--- src/rtl/display_pkg.sv ---
// Shared constants and types for the seven-segment display blocks.
// Segment patterns are active-low, ordered {g,f,e,d,c,b,a}.
package display_pkg;

    localparam logic [6:0] SEG_0     = 7'b1000000;
    localparam logic [6:0] SEG_1     = 7'b1111001;
    localparam logic [6:0] SEG_2     = 7'b0100100;
    localparam logic [6:0] SEG_3     = 7'b0110000;
    localparam logic [6:0] SEG_4     = 7'b0011001;
    localparam logic [6:0] SEG_5     = 7'b0010010;
    localparam logic [6:0] SEG_6     = 7'b0000010;
    localparam logic [6:0] SEG_7     = 7'b1111000;
    localparam logic [6:0] SEG_8     = 7'b0000000;
    localparam logic [6:0] SEG_9     = 7'b0010000;
    localparam logic [6:0] SEG_DASH  = 7'b0111111;
    localparam logic [6:0] SEG_BLANK = 7'b1111111;

    localparam logic [3:0] AN_OFF = 4'b1111;

    typedef enum logic [1:0] {
        DigOnes,
        DigTens,
        DigHundreds,
        DigThousands
    } digit_idx_e;

    typedef struct packed {
        logic [3:0] thousands;
        logic [3:0] hundreds;
        logic [3:0] tens;
        logic [3:0] ones;
        logic       sat;
    } snapshot_t;

    // Active-low one-hot anode enable for the given digit slot.
    function automatic logic [3:0] anode_sel(digit_idx_e idx);
        logic [3:0] onehot;
        onehot = 4'b0001 << idx;
        return ~onehot;
    endfunction

endpackage

--- src/rtl/bcd_scan_display_if.sv ---
// Digit/overflow inputs and multiplexed display outputs of the scan display.
// The master side supplies BCD digits; the slave side drives the display pins.
interface bcd_scan_display_if;

    logic [3:0] ones;
    logic [3:0] tens;
    logic [3:0] hundreds;
    logic [3:0] thousands;
    logic       sat;
    logic [3:0] an;
    logic [6:0] seg;
    logic       dp;
    logic       frame_tick;

    modport master (
        output ones, tens, hundreds, thousands, sat,
        input  an, seg, dp, frame_tick
    );

    modport slave (
        input  ones, tens, hundreds, thousands, sat,
        output an, seg, dp, frame_tick
    );

endinterface

--- src/rtl/bcd_to_seg7.sv ---
// Combinational BCD to active-low seven-segment decoder.
// Non-BCD codes (10-15) render as a dash.
module bcd_to_seg7
    import display_pkg::*;
(
    input  logic [3:0] bcd_i,
    output logic [6:0] seg_o
);

    always_comb begin
        seg_o = SEG_DASH;
        case (bcd_i)
            4'd0:    seg_o = SEG_0;
            4'd1:    seg_o = SEG_1;
            4'd2:    seg_o = SEG_2;
            4'd3:    seg_o = SEG_3;
            4'd4:    seg_o = SEG_4;
            4'd5:    seg_o = SEG_5;
            4'd6:    seg_o = SEG_6;
            4'd7:    seg_o = SEG_7;
            4'd8:    seg_o = SEG_8;
            4'd9:    seg_o = SEG_9;
            default: seg_o = SEG_DASH;
        endcase
    end

endmodule

--- src/rtl/bcd_scan_display.sv ---
// Time-multiplexed 4-digit common-anode driver with per-frame snapshot,
// leading-zero blanking, one dead cycle per slot and an overflow marker.
module bcd_scan_display
    import display_pkg::*;
#(
    parameter int unsigned REFRESH_DIV   = 50000,
    parameter bit          BLANK_LEADING = 1'b1
) (
    input  logic               clk,
    input  logic               reset,
    bcd_scan_display_if.slave  bus
);

    localparam int unsigned    CntW   = (REFRESH_DIV > 2) ? $clog2(REFRESH_DIV) : 1;
    localparam logic [CntW-1:0] CntMax = CntW'(REFRESH_DIV - 1);

    logic [CntW-1:0] c_q, c_d;
    digit_idx_e      idx_q, idx_d;
    snapshot_t       shadow_q, shadow_d;
    logic [3:0]      an_q, an_d;
    logic [6:0]      seg_q, seg_d;
    logic            dp_q, dp_d;
    logic            frame_tick_q, frame_tick_d;

    logic            wrap;
    logic            frame_load;
    logic [3:0]      digit_sel;
    logic [6:0]      seg_dec;
    logic [3:1]      lead_zero;
    logic            blank_sel;

    bcd_to_seg7 u_dec (
        .bcd_i (digit_sel),
        .seg_o (seg_dec)
    );

    // Outputs are registered from next-state values so seg/dp/an all move on
    // the same edge; the c==0 dead cycle hides the segment change.
    always_comb begin
        wrap       = (c_q == CntMax);
        c_d        = wrap ? '0 : c_q + 1'b1;
        idx_d      = wrap ? digit_idx_e'(idx_q + 2'd1) : idx_q;
        frame_load = wrap && (idx_q == DigThousands);

        shadow_d = shadow_q;
        if (frame_load) begin
            shadow_d.thousands = bus.thousands;
            shadow_d.hundreds  = bus.hundreds;
            shadow_d.tens      = bus.tens;
            shadow_d.ones      = bus.ones;
            shadow_d.sat       = bus.sat;
        end
        frame_tick_d = frame_load;

        an_d = (c_d == '0) ? AN_OFF : anode_sel(idx_d);

        digit_sel = shadow_d.ones;
        unique case (idx_d)
            DigOnes:      digit_sel = shadow_d.ones;
            DigTens:      digit_sel = shadow_d.tens;
            DigHundreds:  digit_sel = shadow_d.hundreds;
            DigThousands: digit_sel = shadow_d.thousands;
        endcase

        // Non-BCD codes are non-zero, so they stop the blanking run.
        lead_zero[3] = (shadow_d.thousands == 4'd0);
        lead_zero[2] = lead_zero[3] && (shadow_d.hundreds == 4'd0);
        lead_zero[1] = lead_zero[2] && (shadow_d.tens == 4'd0);

        blank_sel = 1'b0;
        if (BLANK_LEADING) begin
            unique case (idx_d)
                DigOnes:      blank_sel = 1'b0;
                DigTens:      blank_sel = lead_zero[1];
                DigHundreds:  blank_sel = lead_zero[2];
                DigThousands: blank_sel = lead_zero[3];
            endcase
        end

        seg_d = blank_sel ? SEG_BLANK : seg_dec;
        dp_d  = !((idx_d == DigThousands) && shadow_d.sat);
    end

    always_ff @(posedge clk) begin
        if (reset) begin
            c_q          <= '0;
            idx_q        <= DigOnes;
            shadow_q     <= '0;
            an_q         <= AN_OFF;
            seg_q        <= SEG_BLANK;
            dp_q         <= 1'b1;
            frame_tick_q <= 1'b0;
        end else begin
            c_q          <= c_d;
            idx_q        <= idx_d;
            shadow_q     <= shadow_d;
            an_q         <= an_d;
            seg_q        <= seg_d;
            dp_q         <= dp_d;
            frame_tick_q <= frame_tick_d;
        end
    end

    assign bus.an         = an_q;
    assign bus.seg        = seg_q;
    assign bus.dp         = dp_q;
    assign bus.frame_tick = frame_tick_q;

endmodule

--- src/flat_wrapper.sv ---
// flat-port wrapper written by rule: the top's interface ports become plain ports
module bcd_scan_display_flat import display_pkg::*;
#(
    parameter int unsigned REFRESH_DIV   = 50000,
    parameter bit          BLANK_LEADING = 1'b1
)
  (clk, reset, bus_ones, bus_tens, bus_hundreds, bus_thousands, bus_sat, bus_an, bus_seg, bus_dp, bus_frame_tick);
  bcd_scan_display_if bus_i ();
  input  logic clk;
  input  logic reset;
  input wire logic [$bits(bus_i.ones)-1:0] bus_ones;
  input wire logic [$bits(bus_i.tens)-1:0] bus_tens;
  input wire logic [$bits(bus_i.hundreds)-1:0] bus_hundreds;
  input wire logic [$bits(bus_i.thousands)-1:0] bus_thousands;
  input wire logic [$bits(bus_i.sat)-1:0] bus_sat;
  output wire logic [$bits(bus_i.an)-1:0] bus_an;
  output wire logic [$bits(bus_i.seg)-1:0] bus_seg;
  output wire logic [$bits(bus_i.dp)-1:0] bus_dp;
  output wire logic [$bits(bus_i.frame_tick)-1:0] bus_frame_tick;
  assign bus_i.ones = bus_ones;
  assign bus_i.tens = bus_tens;
  assign bus_i.hundreds = bus_hundreds;
  assign bus_i.thousands = bus_thousands;
  assign bus_i.sat = bus_sat;
  assign bus_an = bus_i.an;
  assign bus_seg = bus_i.seg;
  assign bus_dp = bus_i.dp;
  assign bus_frame_tick = bus_i.frame_tick;
  bcd_scan_display #(.REFRESH_DIV(REFRESH_DIV), .BLANK_LEADING(BLANK_LEADING)) u_core (.clk(clk), .reset(reset), .bus(bus_i));
endmodule
--- config.mk ---
export PLATFORM = sky130hd
export DESIGN_NAME = bcd_scan_display_flat
export DESIGN_NICKNAME = d
export VERILOG_FILES = /design/src/rtl/display_pkg.sv /design/src/rtl/bcd_scan_display_if.sv /design/src/rtl/bcd_to_seg7.sv /design/src/rtl/bcd_scan_display.sv /design/src/flat_wrapper.sv
export SDC_FILE = /design/constraint.sdc
export NUM_CORES = 1
export LEC_CHECK = 0
export BUFFER_PORTS_ARGS = -buffer_cell sky130_fd_sc_hd__buf_2
export CORE_ASPECT_RATIO = 1.5
export CORE_MARGIN = 2
export CORE_UTILIZATION = 55
export CTS_CLUSTER_SIZE = 16
export DETAILED_ROUTE_END_ITERATION = 6
export GPL_TIMING_DRIVEN = 0
export HOLD_SLACK_MARGIN = 0.1
export PLACE_DENSITY_LB_ADDON = 0.15
export SYNTH_ARGS = -nofsm -noshare
export SYNTH_HDL_FRONTEND = slang
export SYNTH_SLANG_ARGS = --single-unit
--- constraint.sdc ---
create_clock -name clk -period 4.6 [get_ports clk]
set_input_delay 0.23 -clock clk [delete_from_list [all_inputs] [get_ports clk]]
set_output_delay 0.23 -clock clk [all_outputs]
set_load 0.05 [all_outputs]
Yosys cells after proc, flatten, opt, wreduce, memory -nomap -nowiden
Memories as Yosys holds them, arrays and structs flattened. A register that Yosys moved wholly into a read port is not among the register bits.
Cells that the tools add are included.
- register bits after elaboration: 41
- ROM bits: 112
- input port bits: 19
- output and inout bits: 13
- logic and storage cells: 37
- memories: 1
- memory list (memory ; words ; bits a word ; read ports ; clocked after memory_dff ; wr ports ; line ; RTL):
    (name not given) ; 16 ; 7 ; 1 ; 1 ; 0 ; bcd_to_seg7.sv:12 ; case (bcd_i)
- add/subtract/negate cells: 2
- equality and inequality tests: 5
- shift-type cells: 1
- mux-type cells: 5
- bitwise gates (word level): 1
- reduce and logical (&&, ||, !) cells: 12
- operators by type and width (operator ; count):
    two-way mux 17 bit ; 1
    adder 16 x 1 -> 16 bit (second input constant) ; 1
    == test 16 bit (second input constant) ; 1
    zero test 16 bit ; 1
    two-way mux 16 bit ; 1
    case mux 4 bit (4 select lines) ; 1
    zero test 4 bit ; 3
    == test 2 bit (second input constant) ; 3
    logical AND 1 bit ; 4
    inverter 4 bit ; 1
    case mux 1 bit (4 select lines) ; 1
    OR reduction 2 bit ; 2
    << shifter 1 x 2 -> 4 bit (first input constant) ; 1
    adder 2 x 1 -> 2 bit (second input constant) ; 1
    == test 2 x 1 -> 1 bit (second input constant) ; 1
    zero test 2 bit ; 1
    two-way mux 2 bit ; 1
    zero test 1 bit ; 1

Depth between registers and ports, before layout
- depth after elaboration: 8
- depth in mapped cells: 14
- depth with buffers taken out: 11

Hierarchy
From an unflattened synthesis, not the netlist that was laid out.
- cell total of the unflattened synthesis: 317
- area, all modules: 2622.5 um^2
- modules (own cells, without submodules) (module ; times used ; cells an instance ; area each (um^2) ; seq. area each (um^2)):
    bcd_scan_display ; 1 ; 286 ; 2382.3 ; 960.9
    bcd_to_seg7 ; 1 ; 31 ; 240.2 ; 0.0

Least setup slack after synthesis
Ideal clock, no wire load.
- kind: register to register
- start: reg u_core.c_q[11]
- end: reg u_core.seg_q[3] (netlist: u_core.bus.seg[3])
- library setup time: 138 ps
- arrival: 3139 ps
- required time: 4462 ps
- setup slack: 1323 ps
- cell stages (with the launch flop): 11
- path buffers: 0
- clock period less this slack: 3277 ps
- path through: dfxtp_1 > or4_4 > nor4_4 > mux2_2 > or2_2 > a32oi_1 > inv_1 > ha_1 > inv_1 > mux2i_1 > o211ai_1
- cells in the longest elaborated chain, start to end: 8
- elaborated cells on any way between the ends: 16
- classes of those cells: eq/ne: 4; mux: 4; reduce/logical: 8
- RTL lines (element ; line ; RTL):
    start: declaration ; bcd_scan_display.sv:17 ; logic [CntW-1:0] c_q, c_d;
    start signal: assignment ; bcd_scan_display.sv:86 ; c_q <= '0;
    start signal: assignment ; bcd_scan_display.sv:94 ; c_q <= c_d;
    == test 16 bit (*) ; bcd_scan_display.sv:40 ; wrap = (c_q == CntMax);
    logical AND 1 bit ; bcd_scan_display.sv:43 ; frame_load = wrap && (idx_q == DigThousands);
    two-way mux 17 bit ; bcd_scan_display.sv:46 ; if (frame_load) begin
    zero test 4 bit (on tied branches) ; bcd_scan_display.sv:66, bcd_scan_display.sv:67 ;
    logical AND 1 bit ; bcd_scan_display.sv:67 ; lead_zero[2] = lead_zero[3] && (shadow_d.hundreds == 4'd0);
    logical AND 1 bit ; bcd_scan_display.sv:68 ; lead_zero[1] = lead_zero[2] && (shadow_d.tens == 4'd0);
    case mux 1 bit (4 select lines) ; bcd_scan_display.sv:72 ; unique case (idx_d)
    OR reduction 2 bit (no source line) ; -- ;
    end: declaration ; bcd_scan_display.sv:21 ; logic [6:0] seg_q, seg_d;
Every way passes the cells marked *; elsewhere a longest branch is shown, timed or not.
A chain may end at the register's enable or synchronous reset.

Worst setup path after layout
Same ends and word-level chain as after synthesis.

==> qor_table.md <==
| Group | Item | Reported |
|---|---|---|
| status | Status | finished, final reports clean |
| sta | Setup slack of the critical path after layout | 846.5 ps |
| sta | Minimum period implied by the final worst setup slack | 3753 ps |
| placed design | Cell area after placement | 0.002860 mm^2 |
| clock tree | Post-cts gate resize count | 0 |
| setup path | Data required time of the critical path | 4770 ps |
| synth | Seq/Total Area, Yosys | 0.3661 |
| clock tree | Worst-Skew Late Latency | 300 ps |
| placed design | Port-buffer cells | 31 |
| detailed routing | Post-detailed-routing wire length | 5639 um |
| synth | Synth cell types | 51 |
| hold path | Tightest Hold Check Type | input pin to flop |
| detailed routing | Routed wire length per instance | 13.96 um |
| sta | Worst Max-Slew Pin Slew | 1235 ps |
| global routing | Pin count of the biggest net entering global routing | 14 |
| flow run | Total of max-cap violations | 0 |
| layout | # nets final | 366 |
| clock tree | Deepest level of the CTS H-tree | 2 |
| clock tree | Post-CTS Setup Bufs | 0 |
| global routing | Number of global-route vias before repair | 2,132 |
| synth | Number of enable-type register cells in the synthesized netlist | 0 |
| clock tree | CTS buffer count | 5 |
| layout | Total inserted antenna cells | 0 |
| clock tree | Clock Tree Buf Depth | 2 |
| floorplan | IO Pins | 32 |
| clock tree | Count of clock tree sinks | 48 |
| floorplan | Effective utilization at floorplan | 0.5780 |
| synth | Combined area of all synthesized cells | 0.002625 mm^2 |
| synth | Number of standard cells after synthesis | 301 |
| global routing | Wire length of the first global-routing pass | 9356 um |
| pwr | Worst voltage drop across the vdd grid | 0.1785 mV |
| placed design | Estimated wirelength of the detail-placed design | 4412 um |
| clock tree | Clock root buffer master | clkbuf_8 |
| sta | Max-slew violation count | 0 |
| detailed routing | Antenna viol nets, final | 0 |
| detailed routing | Number of vias per cell | 5.540 |
| setup path | Setup slack on the worst flop-to-flop path | 850 ps |
| floorplan | Area of the core | 0.004542 mm^2 |
| floorplan | Die Span Y | 88.61 um |
| detailed routing | First-pass detailed-route iteration total | 4 |
| layout | Area growth from synthesis to layout | 12.39% |
| pwr | PwrDens | 247.3 mW/mm^2 |
| setup path | Worst setup SP type | flop |
| synth | Library cell with the highest instance count after synthesis | dfxtp_1 |
| synth | #FFs+latches synth | 48 |
| setup path | Critical Path, Cell by Cell | or4_4, nor4_4, mux2_2, or2_2, a32oi_1, inv_1, ha_1, inv_1, mux2i_1, o211ai_1 |
| sta | Period utilisation layout | 0.8160 |
| setup path | Type of element capturing the critical path | flop |
| global routing | Total global-route track usage | 0.2323 |
| synth | Prevailing post-synth register cell | dfxtp_1 |
| detailed routing | DR DRC count | 0 |
| layout | Share of cells above drive strength 1 | 0.1647 |
| synth | Proportion of register bits with asynchronous set or reset after synthesis | 0 |
| synth | Leading cell types by total area after synthesis | dfxtp_1, mux2i_1, xnor2_1, nor2_1, nand2_1 |
| sta | Setup total negative slack | 0 ps |
| setup path | Highest cell delay on the worst timing path | 670 ps |
| sta | Highest attainable clock frequency | 266.4 MHz |
| layout | Final instance area | 0.002950 mm^2 |
| synth | Top cell type by total area after synthesis | dfxtp_1 |
| setup path | Slowest cell on the critical path | nor4_4 |
| clock tree | TritonCTS clock tree | built |
| setup path | Largest fanout on the critical path | 10 |
| sta | Final setup violation count | 0 |
| placed design | Pre-CTS setup slack | 825.2 ps |
| synth | Synthesis Warnings | 0 |
| pwr | Overall power consumption | 0.7296 mW |
| floorplan | Total Die Area | 0.005352 mm^2 |
| floorplan | Floorplan row count | 30 |
| pwr | Static Leak | 1.142 nW |
| placed design | Final weighted congestion of routability-driven global placement | 0.8891 |
| sta | Hold Fails Final Rpt | 0 |
| hold path | Number of cells traversed by the worst hold path | 3 |
| setup path | Most Frequent Cell on Critical Path | inv_1 |
| floorplan | Die boundary width | 60.41 um |
| setup path | Arrival time at the worst endpoint | 3920 ps |
| synth | Post-synth top cells | dfxtp_1, nor2_1, nand2_1 |
| synth | Syn Nets | 328 |
| detailed routing | DRC violation total after the first TritonRoute iteration | 61 |
| synth | Mean instance size in the synthesized netlist | 8.721 um^2 |
| setup path | Worst r2r path cells | 10 |
| sta | Setup repair after global routing missed its margin | false |
| setup path | Critical path type | flop to flop |
| sta | Rel. slew slack | 0.1689 |
| detailed routing | Detailed-route via count | 2,238 |
| clock tree | Clk pin slew, worst setup/hold paths | 80 ps |
| synth | Area share of the leading cell type in the synthesized netlist | 0.3661 |
| sta | Final clock skew | 4.049 ps |
| global routing | Overflow left after global routing | 0 |
| clock tree | Number of hold-repair buffers added at the cts stage | 0 |
| global routing | Antenna violations before repair | 0 |
placed cells by master (no fill, tap or decap), drive strengths merged, types with 8 or more instances in the layout:
cell type,instances
nand3,16
clkbuf,22
mux2i,25
nor2,33
dfxtp,48
buf,35
inv,10
a21oi,14
ha,8
xnor2,17
nand2,31
metal layers:
metal  GRT usage  wire (um)
met3     0.03947        184
met2      0.4377       3086
met4      0.1091        153
met5           0          0
met1      0.2393       2215
sequential cells by signal, indices dropped and copies added (netlist names):
signal / count
u_core.idx_q: 2
u_core.bus.dp: 1
u_core.bus.seg: 7
u_core.bus.frame_tick: 1
u_core.bus.an: 4
u_core.c_q: 16
u_core.shadow_q: 17
power breakdown:
part | internal [mW] | switching, mW | leakage [nW]
clock | 0.123 | 0.135 | 0.0455
sequential | 0.421 | 0.00280 | 0.390
combinational | 0.0155 | 0.0330 | 0.707
total | 0.559 | 0.170 | 1.14
kinds of logic (layout without fill, tap and decap cells):
family          Yosys count  after routing  synth area share
compound gates           40             40            0.1134
xor+xnor                 19             19           0.06339
fa+ha+maj                 8              8           0.03813
buf+inv                  28             67           0.04385
flops                    48             48            0.3661
mux                      31             31            0.1254
simple gates            127            127            0.2498
per-stage QoR:
| stage | instances | util | hold WS [ps] |
|---|---|---|---|
| after floorplan | 301 | - | 333.7 |
| after global placement | 396 | 0.6298 | 437.6 |
| after detailed placement | 396 | 0.6298 | 460.2 |
| after CTS | 404 | 0.6496 | 184.2 |
| after global routing | 404 | 0.6496 | 189.6 |
| final | 404 | 0.6496 | 181.7 |
path summary, 6_finish.rpt:
| check | startpoint | to |
|---|---|---|
| min | bus_sat | u_core.shadow_q[0] |
| max | u_core.c_q[11] | u_core.bus.seg[3] |
| min reg2reg | u_core.c_q[0] | u_core.c_q[0] |
| max reg2reg | u_core.c_q[11] | u_core.bus.seg[3] |
final cells by class:
type,instances,area (um^2)
Multi-Input combinational cell,225,1549
Sequential cell,48,960.9
Tap cell,64,80.08
Buffer,18,77.57
Timing Repair Buffer,31,155.1
Fill cell,406,1592
Clock buffer,8,90.09
Inverter,10,37.54
critical path, delay by kind of cell, from the launching register on:
kind	cells	cell delay, ps
AOI/OAI and AO/OA	2	560
adders and majority gates	1	310
buffers and inverters	2	230
DFF	1	370
muxes	2	620
and+or+nand+nor	3	1550
Power figures use the tool's default switching activity.
